$ cat config.mk
export PLATFORM = sky130hd
export DESIGN_NAME = mem_port_arbiter_flat
export DESIGN_NICKNAME = d
export VERILOG_FILES = /design/src/rtl/mem_port_arbiter_if.sv /design/src/rtl/mem_port_arbiter.sv /design/src/flat_wrapper.sv
export SDC_FILE = /design/constraint.sdc
export NUM_CORES = 1
export LEC_CHECK = 0
export BUFFER_PORTS_ARGS = -buffer_cell sky130_fd_sc_hd__buf_2
export CORE_ASPECT_RATIO = 0.6
export CORE_MARGIN = 5
export CORE_UTILIZATION = 44
export DETAILED_ROUTE_END_ITERATION = 8
export HOLD_SLACK_MARGIN = 0.03
export PLACE_DENSITY = 0.79
export SYNTH_ARGS = -nofsm -noshare
export SYNTH_HDL_FRONTEND = slang
export SYNTH_SLANG_ARGS = --single-unit
$ cat constraint.sdc
create_clock -name clk -period 2.2 [get_ports clk]
set_input_delay 0 -clock clk [delete_from_list [all_inputs] [get_ports clk]]
set_output_delay 0 -clock clk [all_outputs]
set_load 0.05 [all_outputs]
$ cat src/rtl/mem_port_arbiter_if.sv
`default_nettype none
// ============================================================================
// mem_port_arbiter_if : fetch/data request, memory and IO register bundle
// Rev 1.0
// ============================================================================
interface mem_port_arbiter_if;
  logic        if_req;
  logic [15:0] if_addr;
  logic [15:0] if_rdata;
  logic        if_done;
  logic        if_err;

  logic        d_req;
  logic        d_we;
  logic [15:0] d_addr;
  logic [15:0] d_wdata;
  logic [15:0] d_rdata;
  logic        d_done;
  logic        d_err;

  logic        mem_re;
  logic        mem_we;
  logic [15:0] mem_addr;
  logic [15:0] mem_wdata;
  logic [15:0] mem_rdata;

  logic [15:0] io_in_data;
  logic        io_in_valid;
  logic        io_in_ack;
  logic [15:0] io_out_data;
  logic        io_out_valid;
  logic        io_out_ready;

  modport slave (
    input  if_req, if_addr, d_req, d_we, d_addr, d_wdata, mem_rdata,
           io_in_data, io_in_valid, io_out_ready,
    output if_rdata, if_done, if_err, d_rdata, d_done, d_err,
           mem_re, mem_we, mem_addr, mem_wdata, io_in_ack, io_out_data, io_out_valid
  );

  modport master (
    output if_req, if_addr, d_req, d_we, d_addr, d_wdata, mem_rdata,
           io_in_data, io_in_valid, io_out_ready,
    input  if_rdata, if_done, if_err, d_rdata, d_done, d_err,
           mem_re, mem_we, mem_addr, mem_wdata, io_in_ack, io_out_data, io_out_valid
  );
endinterface
`default_nettype wire

$ cat src/rtl/mem_port_arbiter.sv
`default_nettype none
// ============================================================================
// mem_port_arbiter : shares one single-ported memory and the IO registers
//                    between fetch and data ports (data has priority).
// Optional IO wait timeout: MEM_PORT_ARBITER_TIMEOUT_EN
// Rev 1.0
// ============================================================================
module mem_port_arbiter #(
  parameter int unsigned MEM_LAT     = 2,
  parameter int unsigned TIMEOUT_CYC = 255
) (
  input wire                clk,
  input wire                rst_n,
  mem_port_arbiter_if.slave bus
);

  typedef enum logic [2:0] {
    S_IDLE     = 3'd0,
    S_ACCESS   = 3'd1,
    S_IN_WAIT  = 3'd2,
    S_OUT_WAIT = 3'd3,
    S_ERR      = 3'd4,
    S_DONE     = 3'd5
  } state_t;

  typedef enum logic [1:0] {K_ERR, K_MEM, K_IN, K_OUT} kind_t;

  localparam logic [2:0] C_LAT_LAST = 3'(MEM_LAT - 1);

  if (MEM_LAT < 1 || MEM_LAT > 7 || TIMEOUT_CYC < 1 || TIMEOUT_CYC > 255) begin : g_param_check
    $error("mem_port_arbiter: MEM_LAT or TIMEOUT_CYC out of range");
  end

  function automatic kind_t decode(input logic is_d, input logic we, input logic [15:0] a);
    kind_t k;
    k = K_ERR;
    if (a[0])                k = K_ERR;
    else if (a < 16'd256)    k = (is_d && we) ? K_ERR : K_MEM;
    else if (a < 16'd1024)   k = is_d ? K_MEM : K_ERR;
    else if (a == 16'd1024)  k = (is_d && !we) ? K_IN : K_ERR;
    else if (a == 16'd1026)  k = (is_d && we) ? K_OUT : K_ERR;
    return k;
  endfunction

  state_t      state_q;
  logic        is_data_q;
  logic        we_q;
  logic [2:0]  lat_q;
  logic [15:0] mem_addr_q;
  logic [15:0] mem_wdata_q;
  logic [15:0] if_rdata_q;
  logic [15:0] d_rdata_q;
  logic [15:0] io_out_data_q;
  logic        if_done_q;
  logic        if_err_q;
  logic        d_done_q;
  logic        d_err_q;
  logic        mem_re_q;
  logic        mem_we_q;
  logic        io_out_valid_q;

  logic        sel_req;
  logic        sel_data;
  logic        sel_we;
  logic [15:0] sel_addr;
  kind_t       sel_kind;
  logic        to_hit;

  assign sel_req  = bus.d_req | bus.if_req;
  assign sel_data = bus.d_req;
  assign sel_we   = bus.d_req & bus.d_we;
  assign sel_addr = bus.d_req ? bus.d_addr : bus.if_addr;
  assign sel_kind = decode(sel_data, sel_we, sel_addr);

`ifdef MEM_PORT_ARBITER_TIMEOUT_EN
  localparam logic [7:0] C_TO_LAST = 8'(TIMEOUT_CYC - 1);
  logic [7:0] to_q;
  logic       io_stall;

  assign io_stall = ((state_q == S_IN_WAIT)  && !bus.io_in_valid) ||
                    ((state_q == S_OUT_WAIT) && !bus.io_out_ready);
  assign to_hit   = io_stall && (to_q == C_TO_LAST);

  always_ff @(posedge clk or negedge rst_n) begin
    if (!rst_n)                  to_q <= '0;
    else if (io_stall && !to_hit) to_q <= to_q + 8'd1;
    else                         to_q <= '0;
  end
`else
  assign to_hit = 1'b0;
`endif

  always_ff @(posedge clk or negedge rst_n) begin
    if (!rst_n) begin
      state_q        <= S_IDLE;
      is_data_q      <= 1'b0;
      we_q           <= 1'b0;
      lat_q          <= '0;
      mem_addr_q     <= '0;
      mem_wdata_q    <= '0;
      if_rdata_q     <= '0;
      d_rdata_q      <= '0;
      io_out_data_q  <= '0;
      if_done_q      <= 1'b0;
      if_err_q       <= 1'b0;
      d_done_q       <= 1'b0;
      d_err_q        <= 1'b0;
      mem_re_q       <= 1'b0;
      mem_we_q       <= 1'b0;
      io_out_valid_q <= 1'b0;
    end else begin
      // done/err are single-cycle pulses: high only in the ERR/DONE state
      if_done_q <= 1'b0;
      if_err_q  <= 1'b0;
      d_done_q  <= 1'b0;
      d_err_q   <= 1'b0;
      case (state_q)
        S_IDLE: begin
          if (sel_req) begin
            is_data_q  <= sel_data;
            we_q       <= sel_we;
            mem_addr_q <= sel_addr;
            lat_q      <= C_LAT_LAST;
            if (sel_data) mem_wdata_q <= bus.d_wdata;
            case (sel_kind)
              K_MEM: begin
                state_q  <= S_ACCESS;
                mem_re_q <= !sel_we;
                mem_we_q <= sel_we;
              end
              K_IN:  state_q <= S_IN_WAIT;
              K_OUT: begin
                state_q        <= S_OUT_WAIT;
                io_out_valid_q <= 1'b1;
                io_out_data_q  <= bus.d_wdata;
              end
              default: begin
                state_q   <= S_ERR;
                if_done_q <= !sel_data;
                if_err_q  <= !sel_data;
                d_done_q  <= sel_data;
                d_err_q   <= sel_data;
              end
            endcase
          end
        end
        S_ACCESS: begin
          if (lat_q == 3'd0) begin
            mem_re_q <= 1'b0;
            mem_we_q <= 1'b0;
            if (!we_q) begin
              if (is_data_q) d_rdata_q  <= bus.mem_rdata;
              else           if_rdata_q <= bus.mem_rdata;
            end
            if_done_q <= !is_data_q;
            d_done_q  <= is_data_q;
            state_q   <= S_DONE;
          end else begin
            lat_q <= lat_q - 3'd1;
          end
        end
        S_IN_WAIT: begin
          if (bus.io_in_valid) begin
            d_rdata_q <= bus.io_in_data;
            d_done_q  <= 1'b1;
            state_q   <= S_DONE;
          end else if (to_hit) begin
            d_done_q <= 1'b1;
            d_err_q  <= 1'b1;
            state_q  <= S_ERR;
          end
        end
        S_OUT_WAIT: begin
          if (bus.io_out_ready) begin
            io_out_valid_q <= 1'b0;
            d_done_q       <= 1'b1;
            state_q        <= S_DONE;
          end else if (to_hit) begin
            io_out_valid_q <= 1'b0;
            d_done_q       <= 1'b1;
            d_err_q        <= 1'b1;
            state_q        <= S_ERR;
          end
        end
        S_ERR:   state_q <= S_IDLE;
        S_DONE:  state_q <= S_IDLE;
        default: state_q <= S_IDLE;
      endcase
    end
  end

  // The consume pulse must coincide with the cycle the input data is taken
  assign bus.io_in_ack    = (state_q == S_IN_WAIT) && bus.io_in_valid;

  assign bus.if_rdata     = if_rdata_q;
  assign bus.if_done      = if_done_q;
  assign bus.if_err       = if_err_q;
  assign bus.d_rdata      = d_rdata_q;
  assign bus.d_done       = d_done_q;
  assign bus.d_err        = d_err_q;
  assign bus.mem_re       = mem_re_q;
  assign bus.mem_we       = mem_we_q;
  assign bus.mem_addr     = mem_addr_q;
  assign bus.mem_wdata    = mem_wdata_q;
  assign bus.io_out_data  = io_out_data_q;
  assign bus.io_out_valid = io_out_valid_q;

endmodule
`default_nettype wire

$ cat src/flat_wrapper.sv
// flat-port wrapper written by rule: the top's interface ports become plain ports
module mem_port_arbiter_flat 
#(
  parameter int unsigned MEM_LAT     = 2,
  parameter int unsigned TIMEOUT_CYC = 255
)
  (clk, rst_n, bus_if_req, bus_if_addr, bus_d_req, bus_d_we, bus_d_addr, bus_d_wdata, bus_mem_rdata, bus_io_in_data, bus_io_in_valid, bus_io_out_ready, bus_if_rdata, bus_if_done, bus_if_err, bus_d_rdata, bus_d_done, bus_d_err, bus_mem_re, bus_mem_we, bus_mem_addr, bus_mem_wdata, bus_io_in_ack, bus_io_out_data, bus_io_out_valid);
  mem_port_arbiter_if bus_i ();
  input wire clk;
  input wire rst_n;
  input wire logic [$bits(bus_i.if_req)-1:0] bus_if_req;
  input wire logic [$bits(bus_i.if_addr)-1:0] bus_if_addr;
  input wire logic [$bits(bus_i.d_req)-1:0] bus_d_req;
  input wire logic [$bits(bus_i.d_we)-1:0] bus_d_we;
  input wire logic [$bits(bus_i.d_addr)-1:0] bus_d_addr;
  input wire logic [$bits(bus_i.d_wdata)-1:0] bus_d_wdata;
  input wire logic [$bits(bus_i.mem_rdata)-1:0] bus_mem_rdata;
  input wire logic [$bits(bus_i.io_in_data)-1:0] bus_io_in_data;
  input wire logic [$bits(bus_i.io_in_valid)-1:0] bus_io_in_valid;
  input wire logic [$bits(bus_i.io_out_ready)-1:0] bus_io_out_ready;
  output wire logic [$bits(bus_i.if_rdata)-1:0] bus_if_rdata;
  output wire logic [$bits(bus_i.if_done)-1:0] bus_if_done;
  output wire logic [$bits(bus_i.if_err)-1:0] bus_if_err;
  output wire logic [$bits(bus_i.d_rdata)-1:0] bus_d_rdata;
  output wire logic [$bits(bus_i.d_done)-1:0] bus_d_done;
  output wire logic [$bits(bus_i.d_err)-1:0] bus_d_err;
  output wire logic [$bits(bus_i.mem_re)-1:0] bus_mem_re;
  output wire logic [$bits(bus_i.mem_we)-1:0] bus_mem_we;
  output wire logic [$bits(bus_i.mem_addr)-1:0] bus_mem_addr;
  output wire logic [$bits(bus_i.mem_wdata)-1:0] bus_mem_wdata;
  output wire logic [$bits(bus_i.io_in_ack)-1:0] bus_io_in_ack;
  output wire logic [$bits(bus_i.io_out_data)-1:0] bus_io_out_data;
  output wire logic [$bits(bus_i.io_out_valid)-1:0] bus_io_out_valid;
  assign bus_i.if_req = bus_if_req;
  assign bus_i.if_addr = bus_if_addr;
  assign bus_i.d_req = bus_d_req;
  assign bus_i.d_we = bus_d_we;
  assign bus_i.d_addr = bus_d_addr;
  assign bus_i.d_wdata = bus_d_wdata;
  assign bus_i.mem_rdata = bus_mem_rdata;
  assign bus_i.io_in_data = bus_io_in_data;
  assign bus_i.io_in_valid = bus_io_in_valid;
  assign bus_i.io_out_ready = bus_io_out_ready;
  assign bus_if_rdata = bus_i.if_rdata;
  assign bus_if_done = bus_i.if_done;
  assign bus_if_err = bus_i.if_err;
  assign bus_d_rdata = bus_i.d_rdata;
  assign bus_d_done = bus_i.d_done;
  assign bus_d_err = bus_i.d_err;
  assign bus_mem_re = bus_i.mem_re;
  assign bus_mem_we = bus_i.mem_we;
  assign bus_mem_addr = bus_i.mem_addr;
  assign bus_mem_wdata = bus_i.mem_wdata;
  assign bus_io_in_ack = bus_i.io_in_ack;
  assign bus_io_out_data = bus_i.io_out_data;
  assign bus_io_out_valid = bus_i.io_out_valid;
  mem_port_arbiter #(.MEM_LAT(MEM_LAT), .TIMEOUT_CYC(TIMEOUT_CYC)) u_core (.clk(clk), .rst_n(rst_n), .bus(bus_i));
endmodule
# Word level (Yosys, flattened, before mapping)
# Cells that the tools add are included.
# totals
regBits	95
inputBits	87
output_inout_bits	88
# classes
n_addsub	1
n_lt_le_gt_ge	2
n_eq_ne	17
n_mux	47
bitwise_logic	4
n_reduce_logical	21
# ops
cell	count
16-bit two-way mux	5
16-bit by 11-bit == test with 1-bit output, second input constant	2
16-bit one-hot mux with 2 select lines	1
1-bit two-way mux	20
3-bit two-way mux	6
16-bit by 11-bit < comparator with 1-bit output, second input constant	1
16-bit by 9-bit < comparator with 1-bit output, second input constant	1
4-bit AND reduction	4
2-bit two-way mux	7
2-bit != test, second input constant	6
3-bit one-hot mux with 4 select lines	1
3-bit one-hot mux with 3 select lines	1
3-bit AND reduction	3
1-bit one-hot mux with 2 select lines	4
3-bit by 2-bit == test with 1-bit output, second input constant	2
3-bit zero test	2
2-bit by 1-bit != test with 1-bit output, second input constant	3
3-bit one-hot mux with 2 select lines	1
2-bit nonzero test	3
5-bit AND reduction	1
2-bit == test, second input constant	2
1-bit one-hot mux with 4 select lines	1
3-bit by 1-bit == test with 1-bit output, second input constant	1
1-bit logical AND	3
8 further kinds	11

# Logic depth before layout (Yosys ltp)
# logic_depth
ltp_word	13
ltp_mapped	8
ltp_nobuf	6

# Worst setup path after synthesis
# Ideal clock, no wire load.
# synth_timing
path_kind	flip-flop to flip-flop
from	reg u_core.lat_q[0]
to	reg u_core.if_rdata_q[0], in the netlist u_core.bus.if_rdata[0]
setup_time_ps	125
arrival_time_ps	2169
required_ps	2075
setup_slack_ps	-94
path_stages_with_launch	8
synth_period_minus_slack_ps	2294
cell_sequence	dfrtp_1 inv_1 ha_1 nor2b_1 nand3_1 nor3_1 clkbuf_1 mux2_2
# synth_via
elab_chain_len	2
# synth_rtl
item	line_no	rtl
start, declared	mem_port_arbiter.sv:48	logic [2:0] lat_q;
start signal, assigned	mem_port_arbiter.sv:159	lat_q <= lat_q - 3'd1;
3-bit zero test	mem_port_arbiter.sv:148	if (lat_q == 3'd0) begin
4-bit AND reduction (no line)	n/a	
end signal, assigned	mem_port_arbiter.sv:153	else if_rdata_q <= bus.mem_rdata;
end, declared	mem_port_arbiter.sv:51	logic [15:0] if_rdata_q;
# No other way between the ends.
# A chain may end at the register's enable or synchronous reset.

# Final worst setup path
# layout_timing
from	in bus_if_addr[14]
to	reg u_core.io_out_data_q[2], in the netlist u_core.bus.io_out_data[2]
# layout_via
elab_chain_len	9
elab_cells_between_ends	12
cone_classes	order compare (2); eq/ne (3); mux (6); reduce/logical (1)
# layout_rtl
item	line_no	rtl
start, declared	flat_wrapper.sv:12	input wire logic [$bits(bus_i.if_addr)-1:0] bus_if_addr;
16-bit two-way mux (*)	mem_port_arbiter.sv:72	assign sel_addr = bus.d_req ? bus.d_addr : bus.if_addr;
parallel branches: the longest is 4 deep, another holds 16-bit by 11-bit < comparator with 1-bit output	n/a	
2-bit two-way mux (*)	mem_port_arbiter.sv:38	else if (a < 16'd256) k = (is_d && we) ? K_ERR : K_MEM;
2-bit two-way mux (*)	mem_port_arbiter.sv:37	if (a[0]) k = K_ERR;
2-bit == test (*)	mem_port_arbiter.sv:125	case (sel_kind)
3-bit AND reduction (no line) (*)	n/a	
end signal, assigned	mem_port_arbiter.sv:135	io_out_data_q <= bus.d_wdata;
end, declared	mem_port_arbiter.sv:53	logic [15:0] io_out_data_q;
# Mark *: on every way between the ends.

==> reports/summary.log <==
[synth] average footprint of a synthesized cell 12.8 um2
[timing] measured slew at the worst slew-check pin 1.23 ns
[worst_setup_path] cell chain of the critical path dlygate4sd3_1 -> buf_2 -> or4_1 -> a222oi_1 -> buf_4 -> nand3_2 -> buf_4 -> mux2_4
[floorplanning] chip height 86.3 um
[min_path] start point of the worst min-delay path bus_io_in_data[9]
[worst_setup_path] sum of buffers and inverters on the critical path 4
[synth] largest cells by area after synthesis dfrtp_1 (56%), mux2_2 (19%), mux2i_1 (3.5%), mux2_4 (3.2%), nand2_1 (2.5%)
[route] remaining antenna violation count 0
[floorplanning] Die Outline Area 11900 um2
[synth] fraction of synthesized cell area taken by the top area cell type 0.556
[clocking] Clock Pin Slew Worst Setup and Hold Paths 0.07 ns
[synth] area of the mapped netlist 4270 um2
[worst_setup_path] cell occurring most often along the worst timing path buf_4
[min_path] endpoint of the worst hold-timing path u_core.bus.d_rdata[9]
[synth] Post-synth ARST share 1.00
[grt] vias in the first global route 3949
[worst_setup_path] required time of the critical path 2.43 ns
[clocking] Max Buffers Root-to-Sink 2
[timing] Max Freq 0.487 GHz
[floorplanning] number of primary I/O pins 175
[worst_setup_path] critical path launch point type input port
[worst_setup_path] r2r setup slk 0.19 ns
[floorplanning] Rows 27
[worst_setup_path] family of cells with the greatest summed delay on the critical path buffers and inverters
[clocking] number of buffers added by the clock tree synthesis step 9
[finish] post-layout util 0.697
[worst_setup_path] CP endpoint kind register
[min_path] worst hold path stage count 3
[synth] flip-flop and latch count after synthesis 95
[worst_setup_path] data arrival time at the worst-slack endpoint 2.28 ns
[timing] headroom to the max-slew limit 0.182
[clocking] TritonCTS clock tree yes
[placement] PortBufs 174
[finish] layout cell share with drive strength beyond 1 0.487
[grt] initial antenna violation count 0
[floorplanning] horizontal die dimension 137 um
[route] number of vias after detailed routing 3670
[floorplanning] Initial Util 0.458
[timing] post-route setup TNS 0 ns
[clocking] number of resized instances in the post-cts repair step 0
[grt] wire length of the first global-routing pass 20100 um
[placement] final weighted congestion in routability-driven placement 0.900
[route] Wirelength per Cell 17.5 um
[synth] count of unique library cells instantiated by Yosys 44
[synth] predominant post-synthesis flop cell dfrtp_1
[worst_setup_path] biggest cell delay along the critical path 0.54 ns
[worst_setup_path] reg2reg path depth 5
[finish] combined area of the multi-input logic cells 1820 um2
[placement] Post-DP HPWL 8380 um
[route] first-pass detailed-route iteration total 5
[pwr] leakage power figure 0.00334 uW
[synth] Cells after Synth 335
[clocking] buffer type at the clock tree root clkbuf_16
[clocking] H-tree lvl count 3
[timing] number of endpoints with negative hold slack in the final report 0
[worst_setup_path] category of the most critical setup path input port to register
[timing] pins over their slew limit 0
[clocking] Sink Count 95
[synth] Mapped Nets 424
[worst_setup_path] end of the worst register-to-register path u_core.bus.io_out_data[2]
[pwr] PwrDens 772 nW/um2
[timing] clock skew after layout 0.00828 ns
[finish] number of antenna repair diodes 0
[synth] number of flops mapped to enable cells by yosys 0
[route] drt first-iter violations 196
[timing] RSZ-0062 raised after global routing no
[timing] number of setup violations in the final report 0
[route] remaining routing DRC violations 0
[finish] leading cell types in the layout, fill and taps excluded buf_2 (173), dfrtp_1 (95), dlygate4sd3_1 (79), mux2_2 (72), nand2_1 (29)
[clocking] clock latency at the later pin of the worst-skew pair 0.35 ns
[grt] maximum number of pins on one net before global-route repair 55
[finish] number of nets in the finished design 684
[timing] period utilization 0.933
[grt] global router's overall resource usage 0.216
[floorplanning] area of the core 9320 um2
[synth] cell type contributing the most total cell area after synthesis dfrtp_1
[grt] overall overflow remaining after global route 0
[flow_run] max cap viols 0
[run_status] outcome finished clean
[finish] fill cell count 640
[worst_setup_path] Max FO, Critical Path 17
[worst_setup_path] Critical Path Slowest Stage Cell or4_1
[synth] sequential element share of the synthesized area 0.556
[synth] number of warnings issued by yosys 0
[route] final wirelength 12800 um
[min_path] path category of the worst min-delay check input port to register
[route] via-per-instance ratio 5.03
[finish] synthesis-to-finish area growth 52.1%
[finish] area of all sequential standard cells 2380 um2
[pwr] Max rail drop VDD 0.552 mV
[finish] most common library cell in the layout ignoring fill and taps buf_2
[worst_setup_path] origin of the critical flop-to-flop path u_core.state_q[2]
[timing] min Tclk post-route 2.05 ns
kinds of logic after synthesis:
kind of cell | count (synthesis) | share of synthesized area
AND/OR/NAND/NOR | 77 | 0.0954
buffers and inverters | 24 | 0.0234
flip-flops | 95 | 0.556
XOR/XNOR | 2 | 0.00410
adder cells (fa/ha/maj) | 2 | 0.00585
multiplexers | 96 | 0.256
AO/OA/AOI/OAI | 39 | 0.0586
timing repair:
action                                  4_1_cts  5_1_grt
buffers inserted                              0        1
hold endpoints to repair                    121        0
hold buffers                                 79        0
endpoints found under the setup margin        0       18
Yosys cell counts, types with 2 or more instances:
library cell  count
nor3_1           10
o21ai_0          21
a2111oi_0         2
mux2_4            9
a31oi_1           2
and3_1            2
nand3_1           5
mux2_2           72
o2bb2ai_1         2
buf_2             2
buf_1             3
dfrtp_1          95
nand2b_1          3
or4_1             2
nor2_1            8
clkbuf_1         11
ha_1              2
or2_2             2
or4b_1            2
nand2_1          29
nor2b_1           5
mux2i_1          15
a21oi_1           2
inv_1             7
a221o_1           3
power by group:
group	switching, uW	leakage (uW)	internal [uW]	total, uW
Clock	669	0.000147	923	1590
Sequential	111	0.00123	1930	2040
Combinational	940	0.00196	449	1390
Total	1720	0.00334	3300	5020
layer usage:
metal,global-route usage,vias to the layer above,wire [um]
met1,0.270,1758,5340
met5,0,-,0
li1,-,1721,-
met3,0.0725,21,1150
met2,0.364,170,6120
met4,0.0534,0,181
worst max path at each step:
stage                      startpoint                        end  slack [ns]  depth (start not counted)
CTS                   bus_if_addr[14]  u_core.bus.io_out_data[5]        0.13                          7
global placement            bus_d_req  u_core.bus.io_out_data[5]        0.18                          6
finish                bus_if_addr[14]  u_core.bus.io_out_data[2]        0.15                          8
floorplan           u_core.state_q[2]     u_core.bus.d_rdata[10]        0.10                          7
global route          bus_if_addr[14]  u_core.bus.io_out_data[5]        0.09                          8
detailed placement          bus_d_req  u_core.bus.io_out_data[7]        0.15                          6
metrics by stage:
| step | area, um2 | power (uW) | setup WS (ns) | std cells | hold WS [ns] |
|---|---|---|---|---|---|
| after floorplan | 4280 | 2930 | 0.100 | 335 | -0.296 |
| after global routing | 6500 | 5230 | 0.0879 | 730 | 0.0423 |
| after global placement | 5400 | 3290 | 0.184 | 634 | 0.0218 |
| final | 6500 | 5020 | 0.146 | 730 | 0.0442 |
| after CTS | 6490 | 5050 | 0.128 | 729 | 0.0302 |
| after detailed placement | 5400 | 3330 | 0.149 | 634 | 0.0219 |
flip-flops by register name, summed over array words and instances, names as in the netlist, 3 cells and up:
signal,cells
u_core.bus.io_out_data,16
u_core.bus.mem_wdata,16
u_core.state_q,3
u_core.bus.mem_addr,16
u_core.lat_q,3
u_core.bus.if_rdata,16
u_core.bus.d_rdata,16
cell type report:
cell class / instances / area share
clock buffers: 11 / 0.0373
flip-flops and latches: 95 / 0.366
well taps: 130 / 0.0250
repair buffers: 266 / 0.279
clock inverters: 5 / 0.00982
multi-input cells: 216 / 0.279
inverters: 7 / 0.00404
tightest hold or removal path, delay by kind of cell:
family / cells / cell delay, ns
multiplexers: 2 / 0.27
buffers and inverters: 1 / 0.08
(Power assumes the default switching activity.)
